$ cat src/rtl/tlp_fifo_pkg.sv
// Shared definitions for the TLP FIFO reader: FSM states and the layout of the
// sideband bits that sit above the payload in each FIFO word.
package tlp_fifo_pkg;

    localparam int SB_W     = 11;
    localparam int KEEP_LSB = 0;
    localparam int KEEP_W   = 8;
    localparam int SOP_BIT  = 8;
    localparam int EOP_BIT  = 9;
    localparam int ERR_BIT  = 10;

    typedef enum logic [1:0] {
        IDLE = 2'd0,
        PKT  = 2'd1,
        DROP = 2'd2
    } state_t;

endpackage

$ cat src/rtl/tlp_fifo_reader_sat_cnt.sv
// Saturating statistics counter; a clear wins over a same-cycle increment.
module sat_cnt #(
    parameter int CNT_W = 16
) (
    input  logic             clk,
    input  logic             rst_n,
    input  logic             inc,
    input  logic             clr,
    output logic [CNT_W-1:0] cnt
);

    logic [CNT_W-1:0] r_cnt;

    // count register: clear, saturating increment, or hold
    always_ff @(posedge clk or negedge rst_n) begin
        if (!rst_n) begin
            r_cnt <= '0;
        end else if (clr) begin
            r_cnt <= '0;
        end else if (inc && (r_cnt != {CNT_W{1'b1}})) begin
            r_cnt <= r_cnt + {{(CNT_W-1){1'b0}}, 1'b1};
        end else begin
            r_cnt <= r_cnt;
        end
    end

    assign cnt = r_cnt;

endmodule

$ cat src/rtl/tlp_fifo_reader.sv
// Pulls TLP beats from a show-ahead FIFO into a one-entry output register,
// dropping orphan beats and closing truncated packets with a terminator beat.
module tlp_fifo_reader
    import tlp_fifo_pkg::*;
#(
    parameter int DATA_W = 256,
    parameter int CNT_W  = 16
) (
    input  logic                   clockCore,
    input  logic                   resetCore,
    input  logic                   fifoEmpty,
    input  logic [DATA_W+SB_W-1:0] fifoData,
    output logic                   fifoPop,
    output logic                   outValid,
    input  logic                   outReady,
    output logic [DATA_W-1:0]      outData,
    output logic [KEEP_W-1:0]      outKeep,
    output logic                   outSop,
    output logic                   outEop,
    output logic                   outErr,
    input  logic                   enable,
    input  logic                   clrCnt,
    output logic [CNT_W-1:0]       pktCnt,
    output logic [CNT_W-1:0]       dropCnt,
    output logic [CNT_W-1:0]       errCnt,
    output logic                   orphanErr,
    output logic                   busy
);

    state_t r_state;
    state_t w_state_nxt;

    logic                r_out_valid;
    logic [DATA_W-1:0]   r_out_data;
    logic [KEEP_W-1:0]   r_out_keep;
    logic                r_out_sop;
    logic                r_out_eop;
    logic                r_out_err;
    logic                r_orphan;

    logic [DATA_W-1:0]   w_data;
    logic [KEEP_W-1:0]   w_keep;
    logic                w_sop;
    logic                w_eop;
    logic                w_err;
    logic                w_free;

    logic                w_pop;
    logic                w_fwd;
    logic                w_term;
    logic                w_orphan;
    logic                w_pkt_inc;
    logic                w_drop_inc;
    logic                w_err_inc;

    assign w_data = fifoData[DATA_W-1:0];
    assign w_keep = fifoData[DATA_W+KEEP_LSB +: KEEP_W];
    assign w_sop  = fifoData[DATA_W+SOP_BIT];
    assign w_eop  = fifoData[DATA_W+EOP_BIT];
    assign w_err  = fifoData[DATA_W+ERR_BIT];
    assign w_free = ~r_out_valid | outReady;

    // state register
    always_ff @(posedge clockCore or negedge resetCore) begin
        if (!resetCore) begin
            r_state <= IDLE;
        end else begin
            r_state <= w_state_nxt;
        end
    end

    // next-state decode from the per-cycle actions
    always_comb begin
        w_state_nxt = r_state;
        case (r_state)
            IDLE: begin
                if (w_fwd && !w_eop) begin
                    w_state_nxt = PKT;
                end else if (w_orphan && !w_eop) begin
                    w_state_nxt = DROP;
                end else begin
                    w_state_nxt = IDLE;
                end
            end
            PKT: begin
                if (w_term || (w_fwd && w_eop)) begin
                    w_state_nxt = IDLE;
                end else begin
                    w_state_nxt = PKT;
                end
            end
            DROP: begin
                if (w_pop && w_eop) begin
                    w_state_nxt = IDLE;
                end else begin
                    w_state_nxt = DROP;
                end
            end
            default: w_state_nxt = IDLE;
        endcase
    end

    // per-cycle actions: pop, forward, terminate, and counter strobes
    always_comb begin
        w_pop      = 1'b0;
        w_fwd      = 1'b0;
        w_term     = 1'b0;
        w_orphan   = 1'b0;
        w_pkt_inc  = 1'b0;
        w_drop_inc = 1'b0;
        w_err_inc  = 1'b0;
        case (r_state)
            IDLE: begin
                if (fifoEmpty) begin
                    w_pop = 1'b0;
                end else if (!w_sop) begin
                    w_pop      = 1'b1;
                    w_orphan   = 1'b1;
                    w_drop_inc = 1'b1;
                end else if (enable && w_free) begin
                    w_pop     = 1'b1;
                    w_fwd     = 1'b1;
                    w_pkt_inc = w_eop;
                end else begin
                    w_pop = 1'b0;
                end
            end
            PKT: begin
                // a new sop while in a packet means the old one was truncated
                if (fifoEmpty || !w_free) begin
                    w_pop = 1'b0;
                end else if (w_sop) begin
                    w_term    = 1'b1;
                    w_err_inc = 1'b1;
                end else begin
                    w_pop     = 1'b1;
                    w_fwd     = 1'b1;
                    w_pkt_inc = w_eop;
                end
            end
            DROP: begin
                if (fifoEmpty) begin
                    w_pop = 1'b0;
                end else begin
                    w_pop = 1'b1;
                end
            end
            default: begin
                w_pop = 1'b0;
            end
        endcase
    end

    // output beat register: load forwarded or terminator beat, else drain on accept
    always_ff @(posedge clockCore or negedge resetCore) begin
        if (!resetCore) begin
            r_out_valid <= 1'b0;
            r_out_data  <= '0;
            r_out_keep  <= '0;
            r_out_sop   <= 1'b0;
            r_out_eop   <= 1'b0;
            r_out_err   <= 1'b0;
        end else if (w_fwd) begin
            r_out_valid <= 1'b1;
            r_out_data  <= w_data;
            r_out_keep  <= w_keep;
            r_out_sop   <= w_sop;
            r_out_eop   <= w_eop;
            r_out_err   <= w_err;
        end else if (w_term) begin
            r_out_valid <= 1'b1;
            r_out_data  <= '0;
            r_out_keep  <= '0;
            r_out_sop   <= 1'b0;
            r_out_eop   <= 1'b1;
            r_out_err   <= 1'b1;
        end else if (outReady) begin
            r_out_valid <= 1'b0;
        end else begin
            r_out_valid <= r_out_valid;
        end
    end

    // orphan pulse, registered one cycle after the offending pop
    always_ff @(posedge clockCore or negedge resetCore) begin
        if (!resetCore) begin
            r_orphan <= 1'b0;
        end else begin
            r_orphan <= w_orphan;
        end
    end

    sat_cnt #(.CNT_W(CNT_W)) u_pkt_cnt (
        .clk   (clockCore),
        .rst_n (resetCore),
        .inc   (w_pkt_inc),
        .clr   (clrCnt),
        .cnt   (pktCnt)
    );

    sat_cnt #(.CNT_W(CNT_W)) u_drop_cnt (
        .clk   (clockCore),
        .rst_n (resetCore),
        .inc   (w_drop_inc),
        .clr   (clrCnt),
        .cnt   (dropCnt)
    );

    sat_cnt #(.CNT_W(CNT_W)) u_err_cnt (
        .clk   (clockCore),
        .rst_n (resetCore),
        .inc   (w_err_inc),
        .clr   (clrCnt),
        .cnt   (errCnt)
    );

    // the pop strobe is held off while reset is asserted
    assign fifoPop   = w_pop & resetCore;
    assign outValid  = r_out_valid;
    assign outData   = r_out_data;
    assign outKeep   = r_out_keep;
    assign outSop    = r_out_sop;
    assign outEop    = r_out_eop;
    assign outErr    = r_out_err;
    assign orphanErr = r_orphan;
    assign busy      = (r_state != IDLE) | r_out_valid;

endmodule

$ cat config.mk
export PLATFORM = sky130hd
export DESIGN_NAME = tlp_fifo_reader
export DESIGN_NICKNAME = d
export VERILOG_FILES = /design/src/rtl/tlp_fifo_pkg.sv /design/src/rtl/tlp_fifo_reader_sat_cnt.sv /design/src/rtl/tlp_fifo_reader.sv
export SDC_FILE = /design/constraint.sdc
export NUM_CORES = 1
export LEC_CHECK = 0
export ABC_AREA = 1
export CAP_MARGIN = 30
export CORE_AREA = 2 2 230 232
export CTS_CLUSTER_SIZE = 40
export DETAILED_ROUTE_END_ITERATION = 8
export DIE_AREA = 0 0 232 234
export GPL_TIMING_DRIVEN = 0
export PLACE_DENSITY_LB_ADDON = 0.1
export SLEW_MARGIN = 20
export SYNTH_ARGS = -nofsm -noshare
export SYNTH_HDL_FRONTEND = slang
export SYNTH_SLANG_ARGS = --single-unit
$ cat constraint.sdc
create_clock -name clockCore -period 5 [get_ports clockCore]
set_input_delay 0.75 -clock clockCore [delete_from_list [all_inputs] [get_ports clockCore]]
set_output_delay 0.75 -clock clockCore [all_outputs]
set_load 0.02 [all_outputs]
# Word level (Yosys, flattened, before mapping)
# Cells that the tools add are included.
[op_classes]
n_addsub = 3
eq_ne = 5
reduce_logical = 19
muxes = 44
bitwise = 4
[ops]
columns = ["operator", "n"]
rows = [
  ["$mux 256", 2],
  ["$mux 16", 6],
  ["$add 16x1->16 const B", 3],
  ["$ne 16x16->1 const B", 3],
  ["$mux 1", 27],
  ["$mux 8", 2],
  ["$reduce_bool 2->1", 5],
  ["$logic_and 1x1->1", 8],
  ["$mux 2", 3],
  ["$pmux 2 s3", 1],
  ["$pmux 1 s2", 2],
  ["$pmux 1 s3", 1],
  ["$reduce_bool 3->1", 1],
  ["$eq 2x1->1 const B", 1],
  ["$eq 2x2->1 const B", 1],
  ["$logic_not 1->1", 2],
  ["$logic_not 2->1", 1],
  ["$logic_or 1x1->1", 2],
  ["$or 1x1->1", 2],
  ["$and 1x1->1", 1],
  ["$not 1->1", 1],
]
[totals]
elab_cells = 86
register_bits = 319
output_inout_bits = 319

# Longest topological paths before layout
# Gate-level depths: netlist (run 1).
[logic_depth]
word_depth = 11
ltp_mapped = 12

# Hierarchy
# From an unflattened synthesis (run 1), not the netlist that was laid out.
[unflattened]
hier_cells = 1664
area_unflattened_um2 = 14453.9
[by_module_without_submodules]
columns = ["module", "n_inst", "seq_area_each_um2", "cells_each", "area_each_um2"]
rows = [
  ["tlp_fifo_reader", 1, 6781.5, 1232, 11342.1],
  ["sat_cnt", 3, 400.4, 144, 1037.2],
]

# Worst setup path before layout (run 1)
# Ideal clock, no wire load.
[synth_timing]
path_type = "input to output"
startpoint = "input port fifoEmpty"
endpoint = "output port fifoPop"
setup_slack_ns = 2.872
stages = 6
t_arrival_ns = 1.378
path_buffers = 0
path_cell_list = "inv_2 > nand2_1 > nor2_1 > nand2_1 > o31ai_1 > o21a_1"
[synth_via]
elab_chain_len = 4
word_cells_on_any_way = 6
cone_classes = "4 x mux; 1 x bitwise; 1 x reduce/logical"
[synth_rtl]
columns = ["element", "line_no", "source"]
rows = [
  ["start: declaration", "tlp_fifo_reader.sv:11", "input logic fifoEmpty,"],
  ["$logic_or 1x1->1", "tlp_fifo_reader.sv:130", "if (fifoEmpty || !w_free) begin"],
  ["$mux 1", "tlp_fifo_reader.sv:130", ""],
  ["$pmux 1 s3 *", "tlp_fifo_reader.sv:112", "case (r_state)"],
  ["$and 1x1->1 *", "tlp_fifo_reader.sv:218", "assign fifoPop = w_pop & resetCore;"],
  ["end: declaration", "tlp_fifo_reader.sv:13", "output logic fifoPop,"],
]
# Mark *: on every way between the ends. The rest lies on a longest branch, timed or not.

# Worst setup path after layout (run 1)
[layout_timing]
startpoint = "input port outReady"
endpoint = "output port fifoPop"
[layout_via]
elab_chain_len = 7
word_cells_on_any_way = 10
cone_classes = "5 x mux; 2 x bitwise; 3 x reduce/logical"
[layout_rtl]
columns = ["element", "line_no", "source"]
rows = [
  ["start: declaration", "tlp_fifo_reader.sv:15", "input logic outReady,"],
  ["$or 1x1->1 *", "tlp_fifo_reader.sv:61", "assign w_free = ~r_out_valid | outReady;"],
  ["$logic_and 1x1->1", "tlp_fifo_reader.sv:120", "end else if (enable && w_free) begin"],
  ["$mux 1", "tlp_fifo_reader.sv:120", ""],
  ["$mux 1", "tlp_fifo_reader.sv:116", "end else if (!w_sop) begin"],
  ["$mux 1", "tlp_fifo_reader.sv:114", "if (fifoEmpty) begin"],
  ["$pmux 1 s3 *", "tlp_fifo_reader.sv:112", ""],
  ["$and 1x1->1 *", "tlp_fifo_reader.sv:218", ""],
]
# Marks and branches as above.

==> impl_metrics.tcl, run 1 <==
set metrics [dict create \
    dieWidth_um 232 \
    pin_count 592 \
    grt_pass1_vias 12500 \
    ys_types 38 \
    hpwl_um 40300 \
    grt_pass1_wl_um 78200 \
    worst-r2r-cell-count 7 \
    h-tree-depth 2 \
    routed_via_density 4.29 \
    cts_tree "done" \
    ys_ff_latch 319 \
    wl_per_cell_um 18.0 \
    antenna_found_initial 5 \
    finalHoldViolCount 0 \
    reg2reg_slack_ns 2.65 \
    ctsHoldBuffers 0 \
    setup_tns_ns 0 \
    crit_fanout 2 \
    initial_core_util 0.260 \
    critPathCapture "fifoPop" \
    synth_area_mm2 0.0135 \
    arrival_ns 2.85 \
    cts_resized 0 \
    syn_to_final_growth_pct 60.1 \
    worstSkewPairLatency_ns 0.55 \
    reg2reg_from "outValid" \
    powerDensity_mw_per_mm2 560 \
    end_kind "output port" \
    required_ns 4.25 \
    cts-root-buf "clkbuf_16" \
    design.die.area_mm2 0.0543 \
    grtUsageTotal 0.190 \
    crit_slowest_cell "clkdlybuf4s50_1" \
    place_ws_ns 1.38 \
    io_buffers 591 \
    grt_max_degree 93 \
    ir_worst_vdd_v 0.000274 \
    crit_type "input pin to output port" \
    drc_errors 0 \
    ys_warn_count 0 \
    min_period_ns 3.60 \
    period_share 0.721 \
    die-height_um 234 \
    timing.rr.end "outData[187]" \
    fmax_mhz 277 \
    setup_ws_ns 1.40 \
    ant_nets 0 \
    worstPathCellList "clkdlybuf4s50_1 -> inv_1 -> a21boi_0 -> nor2_1 -> nor3_1 -> o21a_1 -> clkdlybuf4s50_1" \
    status "finished clean" \
    final.setup_skew_ns 0.0175 \
    grt-ovfl-total 0 \
    critPathLaunchType "input pin" \
    gp_congestion 0.838 \
    seq_area_frac_synth 0.590 \
    setup_violations 0 \
    nFillCells 5277 \
    worstMarginPinSlew_ns 0.642 \
    hold_ws_ns 0.167 \
    clkSlewWorstSetupHoldPaths_ns 0.05 \
    syn_inst 1607 \
    dr_total_vias 12700 \
    drive_above_1_share 0.0600 \
    cpMostUsedCell "clkdlybuf4s50_1" \
    cts_setup_buffers 0 \
    rows 84 \
    drtPass1Iterations 5 \
    cts-buffers-inserted 41 \
    drt_iter0_drc 524 \
    final_nets 2520 \
    synth_nets 1883 \
    clock_path_buffers 3 \
    rsz0062_at_grt "no" \
    wl_um 53100 \
    cp_slowest_stage_delay_ns 0.62 \
    drv_slew 0 \
    p_leak_nw 10.4 \
    coreArea_mm2 0.0520 \
    relSlewSlack 0.568 \
    postSynthAreaPerCell_um2 8.42 \
    min_path_type "input pin to async pin" \
    cts.sinks 319 \
    crit_start "outReady" \
    max_cap_violations 0 \
]
==> where the power goes <==
part | internal, mW | switching, mW
Combinational | 2.34 | 2.86
Sequential | 3.56 | 0.527
Clock | 1.70 | 1.15
==> flip-flops by register name (all words and copies together), names as in the netlist <==
signal          count
outSop              1
u_drop_cnt.cnt     16
outEop              1
u_pkt_cnt.cnt      16
outValid            1
r_state             2
u_err_cnt.cnt      16
outErr              1
orphanErr           1
outData           256
outKeep             8
==> how the worst min path moves through the flow <==
stage,endpoint,slack (ns),cells after the start
CTS,u_drop_cnt.cnt[10],0.19,1
floorplan,orphanErr,0.45,0
global placement,outData[17],0.45,2
global route,u_drop_cnt.cnt[2],0.20,1
detailed placement,outData[182],0.46,2
finish,u_drop_cnt.cnt[13],0.17,1
==> cells in the final DEF (no fill, tap or decap), types with 3 or more instances in the layout <==
cell	netlist	routed
buf_16	0	3
buf_2	24	24
buf_6	28	28
buf_8	2	3
clkbuf_1	15	24
clkbuf_16	0	41
clkbuf_8	0	7
clkdlybuf4s50_1	0	590
clkinv_2	0	5
dfrtp_1	319	319
diode_2	0	3
ha_1	3	3
inv_1	35	35
inv_2	4	4
nand2_1	953	953
nand3_1	49	49
nand3b_1	13	13
nand4_1	39	39
nor2_1	58	58
nor2_2	4	4
nor3_1	4	4
o21ai_0	3	3
o21ai_1	11	11
o21bai_1	7	7
or2_2	3	3
xor2_1	11	11
==> worst max-delay path, delay by kind of cell <==
family | cells | cell delay (ns)
buffers and inverters | 3 | 1.11
and+or+nand+nor | 2 | 0.29
AOI/OAI and AO/OA | 2 | 0.70
==> metal layers <==
layer / wire length (µm) / GRT usage / vias to the layer above
met5: 36 / 0 / -
met4: 1010 / 0.0457 / 6
met3: 4550 / 0.0651 / 64
met2: 25800 / 0.319 / 394
met1: 21700 / 0.234 / 5982
li1: - / - / 6250
==> synth_stat cells <==
| library cell | count | area share |
|---|---|---|
| buf_1 | 2 | 0.00055 |
| nand3_2 | 1 | 0.00074 |
| or2_2 | 3 | 0.0014 |
| nor2_8 | 1 | 0.0015 |
| nor2_2 | 4 | 0.0018 |
| nand3_1 | 49 | 0.018 |
| a21o_1 | 1 | 0.00055 |
| o21a_1 | 2 | 0.0011 |
| inv_1 | 35 | 0.0097 |
| o211ai_1 | 1 | 0.00055 |
| xnor2_1 | 2 | 0.0013 |
| xor2_1 | 11 | 0.0071 |
| nand2_1 | 953 | 0.26 |
| clkinv_1 | 1 | 0.00028 |
| buf_4 | 1 | 0.00055 |
| a22oi_1 | 1 | 0.00055 |
| nand2_2 | 2 | 0.00092 |
| nor2_4 | 1 | 0.00083 |
| buf_8 | 2 | 0.0022 |
| inv_2 | 4 | 0.0011 |
| nand4_1 | 39 | 0.018 |
| nand2_4 | 1 | 0.00083 |
| nand3b_1 | 13 | 0.0072 |
| and2_1 | 1 | 0.00046 |
| nand4_2 | 1 | 0.00092 |
| o21ai_1 | 11 | 0.0041 |
| ha_1 | 3 | 0.0028 |
| buf_2 | 24 | 0.0089 |
| a21boi_0 | 1 | 0.00055 |
| o31ai_1 | 1 | 0.00055 |
| dfrtp_1 | 319 | 0.59 |
| o21ai_0 | 3 | 0.0011 |
| o21bai_1 | 7 | 0.0039 |
| buf_6 | 28 | 0.023 |
| inv_4 | 1 | 0.00046 |
| clkbuf_1 | 15 | 0.0042 |
| nor2_1 | 58 | 0.016 |
| nor3_1 | 4 | 0.0015 |
==> cells by family after synthesis <==
| group | count (synthesis) | synth area share |
|---|---|---|
| AOI/OAI and AO/OA | 28 | 0.0129 |
| adders and majority gates | 3 | 0.00277 |
| DFF | 319 | 0.590 |
| buffers and inverters | 113 | 0.0512 |
| xor gates and xnor gates | 13 | 0.00841 |
| and+or+nand+nor | 1131 | 0.335 |
==> through the flow <==
step | utilization | cell area, µm² | cells | power, mW
5_1_grt | 0.416 | 21700 | 2957 | 12.9
3_5_place_dp | 0.392 | 20400 | 2889 | 9.41
4_1_cts | 0.416 | 21700 | 2956 | 12.4
3_3_place_gp | 0.390 | 20300 | 2886 | 9.37
6_report | 0.417 | 21700 | 2959 | 12.1
2_1_floorplan | - | 13500 | 1607 | 6.45
==> area by class of cell <==
class	instances	area (µm²)	area share
Tap cell	688	861	0.0397
Timing Repair Buffer	594	6000	0.277
Clock buffer	57	1160	0.0534
Multi-Input combinational cell	1175	4860	0.224
Inverter	41	156	0.00722
Buffer	72	537	0.0248
Antenna cell	3	7.51	0.000346
Clock inverter	10	110	0.00508
Sequential cell	319	7980	0.368
No activity file was read; power rests on OpenSTA's default activity.
==> run 2, diff against run 1 <==
--- a/config.mk
+++ b/config.mk
@@ -7,10 +7,10 @@
 export LEC_CHECK = 0
 export ABC_AREA = 1
 export CAP_MARGIN = 30
-export CORE_AREA = 2 2 230 232
+export CORE_AREA = 2 2 229 231
 export CTS_CLUSTER_SIZE = 40
 export DETAILED_ROUTE_END_ITERATION = 8
-export DIE_AREA = 0 0 232 234
+export DIE_AREA = 0 0 231 233
 export GPL_TIMING_DRIVEN = 0
 export PLACE_DENSITY_LB_ADDON = 0.1
 export SLEW_MARGIN = 20
==> constraint.sdc (replaced) <==
create_clock -name clockCore -period 3.2 [get_ports clockCore]
set_input_delay 0.48 -clock clockCore [delete_from_list [all_inputs] [get_ports clockCore]]
set_output_delay 0.48 -clock clockCore [all_outputs]
set_load 0.02 [all_outputs]
==> run 2 against run 1 <==
Cell area rose by 0.68%. Worst setup slack got worse by 1.0 ns. Highest routed layer unchanged. Non-clock buffer count rose by 5. Global-route usage rose by 0.61 points. Clock power rose by 59%. Critical path depth rose by 1. Clock-buffer cell count rose by 8.
==> impl_metrics.tcl, run 2 (same netlist as run 1, synthesis figures left out) <==
set metrics [dict create \
    max_cap_violations 0 \
    final_cells 2959 \
    grtUsageTotal 0.196 \
    crit_slowest_cell "clkdlybuf4s50_1" \
    critPathBufInv 3 \
    cts.sinks 319 \
    cts-buffers-inserted 41 \
    rsz0062_at_grt "no" \
    setup_tns_ns 0 \
    rows 83 \
    arrival_ns 2.37 \
    dr_total_vias 12800 \
    coreArea_mm2 0.0511 \
    h-tree-depth 2 \
    relSlewSlack 0.608 \
    powerDensity_mw_per_mm2 876 \
    setup_violations 0 \
    cts-root-buf "clkbuf_16" \
    dp.cells 2882 \
    drt_iter0_drc 658 \
    min_period_ns 2.85 \
    min_path_type "input pin to async pin" \
    crit_fanout 4 \
    cts_resized 0 \
    largest_reg_flops 256 \
    final.setup_skew_ns 0.0146 \
    design_area_mm2 0.0218 \
    die-height_um 233 \
    wl_um 53800 \
    required_ns 2.72 \
    p_leak_nw 10.4 \
    ant_nets 0 \
    crit_type "input pin to output port" \
    status "finished clean" \
    final_cell_mix "nand2_1 (953), clkdlybuf4s50_1 (590), dfrtp_1 (319), nor2_1 (58), nand3_1 (49)" \
    drc_errors 0 \
    path_delay_family "buffers and inverters" \
    dieWidth_um 231 \
    drive_above_1_share 0.0619 \
    period_share 0.891 \
    grt_max_degree 90 \
    end_kind "output port" \
    drv_slew 0 \
    grt_pass1_wl_um 80600 \
    critPathLaunchType "input pin" \
    initial_core_util 0.265 \
    gp_congestion 0.878 \
    io_buffers 591 \
    worstPathCellList "clkdlybuf4s50_1 -> inv_2 -> nand2_1 -> nor2_1 -> nand2_1 -> o31ai_1 -> o21a_1 -> clkdlybuf4s50_1" \
    mostFrequentLayoutCell "nand2_1" \
    worstSkewPairLatency_ns 0.56 \
    cp_slowest_stage_delay_ns 0.63 \
    pin_count 592 \
    fmax_mhz 351 \
    hold_ws_ns 0.0438 \
    final_nets 2525 \
    grt-ovfl-total 0 \
    routed_via_density 4.32 \
    wl_per_cell_um 18.2 \
    worstMarginPinSlew_ns 0.588 \
    design.die.area_mm2 0.0538 \
    ir_worst_vdd_v 0.000404 \
    antenna_found_initial 4 \
    clock_path_buffers 3 \
    dpl_cell_area_mm2 0.0204 \
    finalHoldViolCount 0 \
    clkSlewWorstSetupHoldPaths_ns 0.05 \
    cts_tree "done" \
    hpwl_um 41100 \
    drtPass1Iterations 5 \
    grt_pass1_vias 12900 \
    syn_to_final_growth_pct 61.2 \
]
-- run 2: worst paths after layout --
check / cells after the start / start / to / slack [ns]
min in group clockCore: 3 / fifoData[176] / outData[176] / 0.46
max: 8 / fifoEmpty / fifoPop / 0.35
min reg2reg: 2 / outData[125] / outData[125] / 0.47
max in group asynchronous: 4 / resetCore / outData[51] / 2.40
min: 3 / resetCore / outData[150] / 0.04
max reg2reg: 8 / u_pkt_cnt.cnt[0] / u_pkt_cnt.cnt[14] / 1.13
-- run 2: power by group --
part           internal (mW)  switching [mW]
Combinational           3.67            4.50
Clock                   2.76            1.78
Sequential              5.57           0.843
Total                   12.0            7.12
-- run 2: stage by stage --
step	util	total power [mW]	setup slack (ns)
2_1_floorplan	-	10.1	1.41
3_3_place_gp	0.397	14.7	-13.50
3_5_place_dp	0.400	14.7	0.171
4_1_cts	0.427	19.4	0.320
5_1_grt	0.427	20.3	0.235
6_report	0.427	19.1	0.350
-- run 2: area by class of cell --
cell class	count	area [µm²]
multi-input cells	1175	4860
repair buffers	599	6110
clock inverters	6	62.6
fillers	5196	29300
inverters	41	156
well taps	680	851
clock buffers	65	1260
diodes	2	5.00
plain buffers	72	537
flip-flops and latches	319	7980
-- run 2: worst min-delay path: stages --
cell,delay (ns)
buf_8,0.09
buf_16,0.13
buf_16,0.29
-- run 2: timing repair --
item,in CTS,in global routing
setup endpoints to repair,0,0
hold buffers,4,0
setup buffers,0,0
endpoints found under the hold margin,39,0
-- run 2: metal layers --
layer | track usage | vias to the layer above | wire length, µm
met5 | 0 | - | 40
met4 | 0.0448 | 6 | 984
met3 | 0.0662 | 66 | 4420
met2 | 0.336 | 421 | 26400
met1 | 0.237 | 6031 | 21900
li1 | - | 6255 | -
